<file path="src/rtl/mips_pkg.sv">
// Shared MIPS definitions used by the multiply/divide unit.
//
// Contents:
//   FUNCT_* : R-type funct codes for the HI/LO instruction group
//   md_state_t : sequencer states (IDLE, CALC, FIX, DONE)
//   md_op_t : latched operation kind (MUL, MULU, DIV, DIVU)
//   funct_is_md / funct_to_op / op_is_signed / op_is_div : decode helpers
package mips_pkg;

  localparam logic [5:0] FUNCT_MFHI  = 6'b010000;
  localparam logic [5:0] FUNCT_MTHI  = 6'b010001;
  localparam logic [5:0] FUNCT_MFLO  = 6'b010010;
  localparam logic [5:0] FUNCT_MTLO  = 6'b010011;
  localparam logic [5:0] FUNCT_MULT  = 6'b011000;
  localparam logic [5:0] FUNCT_MULTU = 6'b011001;
  localparam logic [5:0] FUNCT_DIV   = 6'b011010;
  localparam logic [5:0] FUNCT_DIVU  = 6'b011011;

  typedef enum logic [1:0] {IDLE, CALC, FIX, DONE} md_state_t;
  typedef enum logic [1:0] {MUL, MULU, DIV, DIVU} md_op_t;

  function automatic logic funct_is_md(input logic [5:0] f);
    return (f == FUNCT_MULT) || (f == FUNCT_MULTU) ||
           (f == FUNCT_DIV)  || (f == FUNCT_DIVU);
  endfunction

  function automatic md_op_t funct_to_op(input logic [5:0] f);
    md_op_t op;
    case (f)
      FUNCT_MULTU: op = MULU;
      FUNCT_DIV:   op = DIV;
      FUNCT_DIVU:  op = DIVU;
      default:     op = MUL;
    endcase
    return op;
  endfunction

  function automatic logic op_is_signed(input md_op_t op);
    return (op == MUL) || (op == DIV);
  endfunction

  function automatic logic op_is_div(input md_op_t op);
    return (op == DIV) || (op == DIVU);
  endfunction

endpackage

</file>
<file path="src/rtl/md_sequencer_iter_core.sv">
// md_iter_core: one combinational iteration of the multiply/divide loop.
//
// Ports:
//   is_div   in  : 1 = restoring divide step, 0 = shift-add multiply step
//   acc      in  : 2*WIDTH accumulator
//                  multiply: {partial product, remaining multiplier bits}
//                  divide:   {partial remainder, dividend bits / quotient bits}
//   operand  in  : multiplicand (multiply) or divisor (divide) magnitude
//   acc_next out : accumulator after this iteration
module md_iter_core #(
  parameter int WIDTH = 32
) (
  input  logic                 is_div,
  input  logic [2*WIDTH-1:0]   acc,
  input  logic [WIDTH-1:0]     operand,
  output logic [2*WIDTH-1:0]   acc_next
);

  logic [WIDTH:0] sum;
  logic [WIDTH:0] shifted_rem;
  logic [WIDTH:0] diff;

  // Multiply adds into a WIDTH+1-bit sum so the carry is shifted back into
  // the top of the accumulator. Divide compares the remainder shifted left by
  // one (WIDTH+1 bits, since it can exceed WIDTH bits) against the divisor;
  // the top bit of the difference is the borrow that selects restore.
  always_comb begin
    sum         = {1'b0, acc[2*WIDTH-1:WIDTH]} + (acc[0] ? {1'b0, operand} : '0);
    shifted_rem = acc[2*WIDTH-1:WIDTH-1];
    diff        = shifted_rem - {1'b0, operand};
    acc_next    = {sum, acc[WIDTH-1:1]};
    if (is_div) begin
      if (!diff[WIDTH]) begin
        acc_next = {diff[WIDTH-1:0], acc[WIDTH-2:0], 1'b1};
      end else begin
        acc_next = {shifted_rem[WIDTH-1:0], acc[WIDTH-2:0], 1'b0};
      end
    end
  end

endmodule

</file>
<file path="src/rtl/md_sequencer.sv">
// md_sequencer: multi-cycle MULT/MULTU/DIV/DIVU unit for the MIPS Execute
// stage, owning the HI/LO registers.
//
// Ports:
//   clk, rst    : clock, asynchronous active-high reset
//   start       : Execute-stage mult/div instruction (decode-qualified)
//   funct       : R-type funct selecting the operation
//   a, b        : rs / rt operands
//   rd_hilo     : MFHI/MFLO in Execute
//   wr_hi/wr_lo : MTHI/MTLO, data on wdata
//   hi, lo      : HI/LO registers
//   busy        : unit not IDLE
//   stall       : hold Execute while the unit or HI/LO is in use
//   done        : one-cycle pulse when HI/LO hold a new result
//
// Optional build macro MD_EARLY_TERM_EN: multiplies finish as soon as the
// remaining multiplier bits are all zero. Without it every operation takes
// exactly WIDTH CALC cycles.
module md_sequencer
  import mips_pkg::*;
#(
  parameter int WIDTH = 32
) (
  input  logic             clk,
  input  logic             rst,
  input  logic             start,
  input  logic [5:0]       funct,
  input  logic [WIDTH-1:0] a,
  input  logic [WIDTH-1:0] b,
  input  logic             rd_hilo,
  input  logic             wr_hi,
  input  logic             wr_lo,
  input  logic [WIDTH-1:0] wdata,
  output logic [WIDTH-1:0] hi,
  output logic [WIDTH-1:0] lo,
  output logic             busy,
  output logic             stall,
  output logic             done
);

  localparam int CW = $clog2(WIDTH) + 1;

  md_state_t            state;
  md_state_t            state_next;
  md_op_t               op;
  md_op_t               new_op;
  logic [2*WIDTH-1:0]   acc;
  logic [2*WIDTH-1:0]   acc_next;
  logic [WIDTH-1:0]     operand;
  logic [CW-1:0]        counter;
  logic                 sign_q;
  logic                 sign_a;
  logic                 b_zero;
  logic                 start_ok;
  logic                 last_iter;
  logic                 early_exit;
  logic                 a_neg;
  logic                 b_neg;
  logic [WIDTH-1:0]     abs_a;
  logic [WIDTH-1:0]     abs_b;
  logic [2*WIDTH-1:0]   product;
  logic [WIDTH-1:0]     quotient;
  logic [WIDTH-1:0]     remainder;
  logic [WIDTH-1:0]     res_hi;
  logic [WIDTH-1:0]     res_lo;

  md_iter_core #(.WIDTH(WIDTH)) u_iter (
    .is_div   (op_is_div(op)),
    .acc      (acc),
    .operand  (operand),
    .acc_next (acc_next)
  );

  assign start_ok  = start && funct_is_md(funct);
  assign last_iter = (counter == CW'(WIDTH - 1));
  assign busy      = (state != IDLE);
  assign done      = (state == DONE);
  assign stall     = busy && (start || rd_hilo || wr_hi || wr_lo);

  // Operand magnitudes at issue. Negation wraps, so the most negative value
  // maps to itself, which is its correct unsigned magnitude.
  always_comb begin
    new_op = funct_to_op(funct);
    a_neg  = op_is_signed(new_op) && a[WIDTH-1];
    b_neg  = op_is_signed(new_op) && b[WIDTH-1];
    abs_a  = a_neg ? (~a + WIDTH'(1)) : a;
    abs_b  = b_neg ? (~b + WIDTH'(1)) : b;
  end

`ifdef MD_EARLY_TERM_EN
  logic [WIDTH-1:0] mult_rem;
  logic [CW-1:0]    shamt;

  // mult_rem shadows the multiplier bits not yet consumed. Once they are all
  // zero the remaining iterations would only shift, so FIX applies that
  // shift in one step instead.
  assign early_exit = !op_is_div(op) && ((mult_rem >> 1) == '0);
  assign shamt      = CW'(WIDTH) - counter;
  assign product    = acc >> shamt;
`else
  assign early_exit = 1'b0;
  assign product    = acc;
`endif

  assign quotient  = acc[WIDTH-1:0];
  assign remainder = acc[2*WIDTH-1:WIDTH];

  // Sign correction applied in FIX. A zero divisor forces LO to all ones;
  // the remainder path already yields the original dividend in that case.
  always_comb begin
    res_hi = product[2*WIDTH-1:WIDTH];
    res_lo = product[WIDTH-1:0];
    if (op_is_div(op)) begin
      res_hi = sign_a ? (~remainder + WIDTH'(1)) : remainder;
      res_lo = sign_q ? (~quotient + WIDTH'(1)) : quotient;
      if (b_zero) begin
        res_lo = '1;
      end
    end else if (sign_q) begin
      res_hi = (~product + (2*WIDTH)'(1)) >> WIDTH;
      res_lo = WIDTH'(~product + (2*WIDTH)'(1));
    end
  end

  // State register.
  always_ff @(posedge clk or posedge rst) begin
    if (rst) begin
      state <= IDLE;
    end else begin
      state <= state_next;
    end
  end

  // Next-state logic.
  always_comb begin
    state_next = state;
    case (state)
      IDLE: if (start_ok) state_next = CALC;
      CALC: if (last_iter || early_exit) state_next = FIX;
      FIX:  state_next = DONE;
      DONE: state_next = IDLE;
      default: state_next = IDLE;
    endcase
  end

  // Datapath and HI/LO. A start in IDLE wins over a simultaneous MTHI/MTLO.
  always_ff @(posedge clk or posedge rst) begin
    if (rst) begin
      op      <= MUL;
      acc     <= '0;
      operand <= '0;
      counter <= '0;
      sign_q  <= 1'b0;
      sign_a  <= 1'b0;
      b_zero  <= 1'b0;
      hi      <= '0;
      lo      <= '0;
`ifdef MD_EARLY_TERM_EN
      mult_rem <= '0;
`endif
    end else begin
      case (state)
        IDLE: begin
          if (start_ok) begin
            op      <= new_op;
            counter <= '0;
            sign_q  <= a_neg ^ b_neg;
            sign_a  <= a_neg;
            b_zero  <= (b == '0);
            if (op_is_div(new_op)) begin
              acc     <= {{WIDTH{1'b0}}, abs_a};
              operand <= abs_b;
            end else begin
              acc     <= {{WIDTH{1'b0}}, abs_b};
              operand <= abs_a;
            end
`ifdef MD_EARLY_TERM_EN
            mult_rem <= abs_b;
`endif
          end else if (!start) begin
            if (wr_hi) hi <= wdata;
            if (wr_lo) lo <= wdata;
          end
        end
        CALC: begin
          acc     <= acc_next;
          counter <= counter + CW'(1);
`ifdef MD_EARLY_TERM_EN
          mult_rem <= mult_rem >> 1;
`endif
        end
        FIX: begin
          hi <= res_hi;
          lo <= res_lo;
        end
        default: ;
      endcase
    end
  end

endmodule
</file>
<file path="config.mk">
export PLATFORM = sky130hd
export DESIGN_NAME = md_sequencer
export DESIGN_NICKNAME = d
export VERILOG_FILES = /design/src/rtl/mips_pkg.sv /design/src/rtl/md_sequencer_iter_core.sv /design/src/rtl/md_sequencer.sv
export SDC_FILE = /design/constraint.sdc
export NUM_CORES = 1
export LEC_CHECK = 0
export ABC_CLOCK_PERIOD_IN_PS = 7400
export BUFFER_PORTS_ARGS = -buffer_cell sky130_fd_sc_hd__buf_2
export CAP_MARGIN = 10
export CORE_MARGIN = 3
export CORE_UTILIZATION = 55
export CTS_CLUSTER_DIAMETER = 60
export DETAILED_ROUTE_END_ITERATION = 12
export PLACE_DENSITY_LB_ADDON = 0.3
export SETUP_SLACK_MARGIN = 0.05
export SYNTH_ARGS = -nofsm -noshare
export SYNTH_HDL_FRONTEND = slang
export SYNTH_HIERARCHICAL = 1
export SYNTH_SLANG_ARGS = --single-unit
</file>
<file path="constraint.sdc">
create_clock -name clk -period 7.4 [get_ports clk]
set_clock_uncertainty 0.05 [all_clocks]
set_input_delay 1.48 -clock clk [delete_from_list [all_inputs] [get_ports clk]]
set_output_delay 1.48 -clock clk [all_outputs]
set_load 0.02 [all_outputs]
</file>
# [Yosys cells after proc, flatten, opt, wreduce, memory -nomap -nowiden]
# Index checks and enable logic that the tools add are counted.
[op_classes] reduce_logical=24 mux=30 bitwise_logic=6 add_sub_neg=8 eq_ne=18
[op_table] operator="$mux W32" n=18
[op_table] operator="$mux W64" n=3
[op_table] operator="$add A32 B1 Y32 const B" n=4
[op_table] operator="$not A32 Y32" n=4
[op_table] operator="$pmux W32 S2" n=2
[op_table] operator="$pmux W64 S2" n=1
[op_table] operator="$add A64 B1 Y64 const B" n=1
[op_table] operator="$not A64 Y64" n=1
[op_table] operator="$add A32 B33 Y33" n=1
[op_table] operator="$sub A33 B32 Y33" n=1
[op_table] operator="$logic_not A32 Y1" n=1
[op_table] operator="$eq A6 B5 Y1 const B" n=5
[op_table] operator="$eq A2 B2 Y1 const B" n=6
[op_table] operator="$ne A2 B2 Y1 const B" n=6
[op_table] operator="$pmux W6 S2" n=1
[op_table] operator="$logic_or A1 B1 Y1" n=9
[op_table] operator="$pmux W2 S4" n=1
[op_table] operator="$reduce_and A4 Y1" n=2
[op_table] operator="$add A6 B1 Y6 const B" n=1
[op_table] operator="$mux W6" n=1
[op_table] operator="$pmux W2 S3" n=1
[op_table] operator="$reduce_and A2 Y1" n=3
[op_table] operator="$reduce_bool A2 Y1" n=3
[op_table] operator="$logic_and A1 B1 Y1" n=4
[op_table] operator="4 further kinds" n=6
[word_totals] input_bits=108 wordCells=96 ff_bits=173 out_inout_bits=67

# [Longest topological paths before layout]
[depth] ltp_word=9 mapped_depth=16 ltp_nobuf=15

# [By module]
# The synthesis kept the hierarchy.
[by_module_without_submodules] mod="md_sequencer" seq_area_each_um2=4304.1 cells_each=1315 n_inst=1 area_each_um2=11019.3
[by_module_without_submodules] mod="md_iter_core" seq_area_each_um2=0.0 cells_each=652 n_inst=1 area_each_um2=4525.6

# [Least setup slack after synthesis]
# OpenSTA, ideal clock, no wires.
[synth_path] path_kind="input-to-reg" start="input port b[11]" end="register acc[21]" slack_ns=3.572 path_stages=8 arrival_ns=3.658 t_required_ns=7.230 setup_time_ns=0.120 path_buffers=1 path_cell_list="or4_4 > or4_4 > or2_0 > clkbuf_1 > o31ai_1 > xor2_1 > nand2_1 > a31o_2"
[synth_via] elab_chain_len=6
[synth_rtl] item="start, declared" line="md_sequencer.sv:29" source="input logic [WIDTH-1:0] b,"
[synth_rtl] item="$not A32 Y32" line="md_sequencer.sv:87" source="abs_b = b_neg ? (~b + WIDTH'(1)) : b;"
[synth_rtl] item="$add A32 B1 Y32" line="md_sequencer.sv:87"
[synth_rtl] item="$mux W32" line="md_sequencer.sv:87"
[synth_rtl] item="$mux W32" line="md_sequencer.sv:170" source="if (op_is_div(new_op)) begin"
[synth_rtl] item="$mux W64" line="md_sequencer.sv:164" source="if (start_ok) begin"
[synth_rtl] item="$pmux W64 S2" line="md_sequencer.sv:162" source="case (state)"
[synth_rtl] item="end signal, assigned" line="md_sequencer.sv:171" source="acc <= {{WIDTH{1'b0}}, abs_a};"
[synth_rtl] item="end signal, assigned" line="md_sequencer.sv:174" source="acc <= {{WIDTH{1'b0}}, abs_b};"
[synth_rtl] item="end signal, assigned" line="md_sequencer.sv:186" source="acc <= acc_next;"
[synth_rtl] item="end, declared" line="md_sequencer.sv:47" source="logic [2*WIDTH-1:0] acc;"
# No other way between the ends. The select of a mux whose other input is x is not followed.
# A chain may end at the register's enable or synchronous reset.

# [Worst setup path after layout]
[layout_path] start="register acc[0]" end="register acc[63]"
[layout_via] elab_chain_len=4
[layout_rtl] item="$mux W32" line="md_sequencer_iter_core.sv:28" source="sum = {1'b0, acc[2*WIDTH-1:WIDTH]} + (acc[0] ? {1'b0, operand} : '0);"
[layout_rtl] item="$add A32 B33 Y33" line="md_sequencer_iter_core.sv:28"
[layout_rtl] item="$mux W64" line="md_sequencer_iter_core.sv:32" source="if (is_div) begin"
[layout_rtl] item="named net acc_next[63]" line="md_sequencer.sv:48" source="logic [2*WIDTH-1:0] acc_next;"
[layout_rtl] item="$pmux W64 S2" line="md_sequencer.sv:162"
# The timed path passes the listed nets, and every way through them passes these cells.

==> run summary <==
The sequential area share after synthesis is 0.277. Detailed placement finished with a half-perimeter wire length of 42500 µm. In this run the cell area measured after placement is 16700 µm². The maximum vdd ir drop is 0.000350 V. The leading cell type by number of instances after synthesis is sky130_fd_sc_hd__nand2_1. The flip-flop and latch count after synthesis came out at 172. The number of pins exceeding their max-slew limit in the final report is 0. The first TritonRoute pass finished after 6 iterations. The number of cell rows came out at 60. The most critical setup path has its startpoint at acc[0]$_DFFE_PP0P_.

The slew at the pin closest to its max-slew limit came out at 1.14 ns. The via count of the first global-routing pass came out at 15000. Of the total synthesized cell area, the portion taken by XOR and XNOR cells is 0.0947. The floorplan die height is 174 µm.

Once the clock tree was built, the setup fixing pass inserted 0 buffers. The worst hold path belongs to the class flip-flop to flip-flop. The combinational power share came out at 0.652. In this run the tightest slew margin relative to its limit is 0.238. The post-detailed-routing wire length is 55300 µm.

The final net count is 2247. The average instance in the mapped netlist occupies 7.90 µm². The mux contribution to synthesized area is 0.0522.

The critical path goes through buf_4 > and2_1 > fa_1 > a21oi_1 > nor2b_1 > a311oi_2 > nor4_1 > a41oi_2 > a211oi_1 > or4_1 > a21oi_2 > a211o_1 > a21oi_1 > a22o_1. The number of gates resized after cts came out at 0. The clock input transition at the sequential cells of the worst setup and hold paths came out at 0.09 ns. The number of warnings printed during yosys synthesis is 6. The area fraction of the dominant cell type after synthesis came out at 0.277. The internal power of the cells totals 4.04 mW. The mapped cell area is 15500 µm². Data on the critical path arrives at its endpoint at 4.72 ns. The maximum fanout along the worst path came out at 21. The critical path data required time is 7.75 ns. The number of CTS-inserted buffers is 17. The number of I/O pins is 175.

The quantity of I/O buffers inserted on ports is 174. The power density over the cells came out at 500 nW/µm². The number of hold violations in the final report is 0. The core region is 27300 µm². The number of flops mapped to enable cells by yosys came out at 0. The maximum level of the CTS H-tree is 4. The synthesized netlist net count is 2150. The storage element area came out at 4310 µm². Of the available clock period, the critical path in the final layout requires 0.591. The fraction of the mapped netlist area in adder cells came out at 0.0613. The congestion estimate from routability-driven global placement came to 1.00. The static leakage is 7.74 nW.

The largest incremental delay on the critical path came out at 0.69 ns. The overall fraction of global-route tracks in use is 0.353. The post-synthesis share of cell area spent on and, or, nand and nor gates came out at 0.214. The number of routed nets with antenna violations came out at 0.

The cell count after synthesis came out at 1967. TritonCTS built the clock tree. The leftover overflow at the end of global routing came out at 0.

The worst setup path is of the flip-flop to flip-flop kind. The count of max-cap constraint violations is 0. After synthesis, the largest family of logic cells by area is compound AO/OA/AOI/OAI gates. The maximum operating frequency is 229 MHz. The antenna diode count is 0. The critical path's most frequent cell is sky130_fd_sc_hd__a21oi_1. The share of final-layout standard cells stronger than drive strength 1 came out at 0.147.

By area the synthesized netlist is led by sky130_fd_sc_hd__dfrtp_1 28%, sky130_fd_sc_hd__ha_1 5.9%, sky130_fd_sc_hd__a21oi_1 5.4%. The worst setup timing slack at the placement stage came out at 3.11 ns. In the routed design, unresolved DRC markers number 0. The number of antenna violations at the first check in global routing is 2. Among all flip-flop cells after synthesis, the most frequent one is sky130_fd_sc_hd__dfrtp_1. The filler cell count came out at 2545.

The layout-stage area growth over the synthesis result is 11.2%. The number of clock sinks is 172. The detailed-route wire length per cell came out at 22.6 µm. The buffer and inverter count on the worst path is 1. The async set-or-reset flop fraction in the synthesized netlist came out at 1.00. The die covers 30300 µm². The final worst hold slack came out at 0.428 ns. The startpoint identified for the worst register-to-register timing path is acc[0]$_DFFE_PP0P_. The final setup TNS came out at 0 ns. By count the netlist is led by 204 x sky130_fd_sc_hd__nand2_1, 172 x sky130_fd_sc_hd__dfrtp_1, 169 x sky130_fd_sc_hd__a21oi_1, 154 x sky130_fd_sc_hd__o21ai_0, 146 x sky130_fd_sc_hd__nor2_1. The count of final setup violators came out at 0.

The final critical-path setup slack came out at 3.03 ns. Setup repair after global routing left no endpoint under its margin. The clock insertion delay at the later pin of the skew report is 0.46 ns. The number of hold-repair buffers added at the cts stage is 0. The biggest area contributor in the post-synthesis netlist is sky130_fd_sc_hd__dfrtp_1.

The count of routing violations after the opening detailed-route iteration came out at 1977. The worst min-delay path startpoint is lo[29]$_DFFE_PP0P_. With fillers left out, the area of the finished cells amounts to 17300 µm². The time the worst path needs with I/O delays and setup came out at 4.37 ns.

The fraction of power consumed by the clock network is 0.113. The effective utilization at floorplan is 0.569. The multi-input combinational cell area is 10600 µm². The largest net degree at the start of global routing is 85.

The die boundary width is 174 µm. The cell sitting at the root of the clock tree is a sky130_fd_sc_hd__clkbuf_16. The kind of start point of the critical path is a flip-flop. STA classifies the critical path endpoint as a flip-flop. The maximum root-to-sink buffer count came out at 2. Broken down by cell family, the worst path's largest delay share belongs to compound AO/OA/AOI/OAI gates. For this block, the via count after detailed routing is 16200.

The slowest library cell on the worst path is sky130_fd_sc_hd__nor4_1. The switching fraction of total power is 0.533. Overall power consumption after layout is estimated at 8.65 mW.

The first-pass GRT wire length came out at 85000 µm. The complex-gate fraction of the synthesized area came out at 0.255. The flow ran to the end, and the final reports show no timing, DRC or antenna violations. The register share of total power is 0.236. The routed via count divided by cell count came out at 6.63. The number of distinct library cells after synthesis is 80.

In this run the power spent charging and discharging nets is 4.61 mW.
routing by layer:
| metal | vias up | global-route usage | wire length [µm] |
|---|---|---|---|
| met2 | 940 | 0.520 | 23300 |
| met1 | 7721 | 0.494 | 23600 |
| met3 | 166 | 0.0688 | 5340 |
| met5 | - | 0 | 13 |
| met4 | 2 | 0.176 | 3080 |
| li1 | 7401 | - | - |
stage by stage:
step           utilization  cells
4_1_cts              0.633   2449
3_5_place_dp         0.610   2417
6_report             0.633   2449
2_1_floorplan            -   1967
5_1_grt              0.633   2449
3_3_place_gp         0.610   2417
worst reg2reg max path, stage by stage, from the launching register on:
cell and delay, ns:
sky130_fd_sc_hd__dfrtp_1 0.67, sky130_fd_sc_hd__buf_4 0.37, sky130_fd_sc_hd__and2_1 0.23, sky130_fd_sc_hd__fa_1 0.23
sky130_fd_sc_hd__a21oi_1 0.08, sky130_fd_sc_hd__nor2b_1 0.25, sky130_fd_sc_hd__a311oi_2 0.16, sky130_fd_sc_hd__nor4_1 0.69
sky130_fd_sc_hd__a41oi_2 0.35, sky130_fd_sc_hd__a211oi_1 0.44, sky130_fd_sc_hd__or4_1 0.20, sky130_fd_sc_hd__a21oi_2 0.07
sky130_fd_sc_hd__a211o_1 0.27, sky130_fd_sc_hd__a21oi_1 0.12, sky130_fd_sc_hd__a22o_1 0.13
flip-flops by register name, summed over array words and instances, names as in the netlist, 2 cells and up:
name and cells:
operand 32, hi 32, state 2, counter 6
acc 64, lo 32
worst paths after layout:
path / to / slack (ns) / depth (start not counted)
min in group asynchronous: lo[3]$_DFFE_PP0P_ / 0.96 / 2
min reg2reg: lo[29]$_DFFE_PP0P_ / 0.43 / 2
max in group asynchronous: op[1]$_DFFE_PP0P_ / 4.84 / 3
max reg2reg: acc[63]$_DFFE_PP0P_ / 3.03 / 14
max: acc[63]$_DFFE_PP0P_ / 3.03 / 14
min: lo[29]$_DFFE_PP0P_ / 0.43 / 2
cells by family (layout without fill, tap and decap cells):
kind of cell | after synthesis | after routing
xor gates and xnor gates | 168 | 168
buffers and inverters | 190 | 300
DFF | 172 | 172
muxes | 77 | 77
adders and majority gates | 75 | 75
and+or+nand+nor | 668 | 668
AOI/OAI and AO/OA | 617 | 617
final cells by class:
class | instances | share of cell area
timing repair buffer | 197 | 0.0604
clock buffer | 17 | 0.0246
tap | 372 | 0.0269
inverter | 71 | 0.0157
multi-input combinational | 1605 | 0.612
sequential | 172 | 0.249
clock inverter | 15 | 0.0115
power groups by stage:
stage	registers, mW	clock network (mW)	logic, mW
after floorplan	1.90	0	4.02
after global placement	2.01	0	5.38
after detailed placement	2.03	0	5.51
after CTS	2.01	0.972	5.53
after global routing	2.09	1.01	6.13
final	2.04	0.973	5.64
placed cells by master, fill, tap and decap left out, types with 46 or more instances in the layout:
| cell | instances |
|---|---|
| sky130_fd_sc_hd__o21ai_0 | 153 |
| sky130_fd_sc_hd__a21oi_1 | 167 |
| sky130_fd_sc_hd__nand3_1 | 51 |
| sky130_fd_sc_hd__inv_1 | 69 |
| sky130_fd_sc_hd__xnor2_1 | 85 |
| sky130_fd_sc_hd__xor2_1 | 82 |
| sky130_fd_sc_hd__nor3_1 | 46 |
| sky130_fd_sc_hd__nor2_1 | 145 |
| sky130_fd_sc_hd__nand2_1 | 204 |
| sky130_fd_sc_hd__dfrtp_1 | 171 |
| sky130_fd_sc_hd__ha_1 | 71 |
| sky130_fd_sc_hd__buf_2 | 174 |
(Power assumes the default switching activity.)
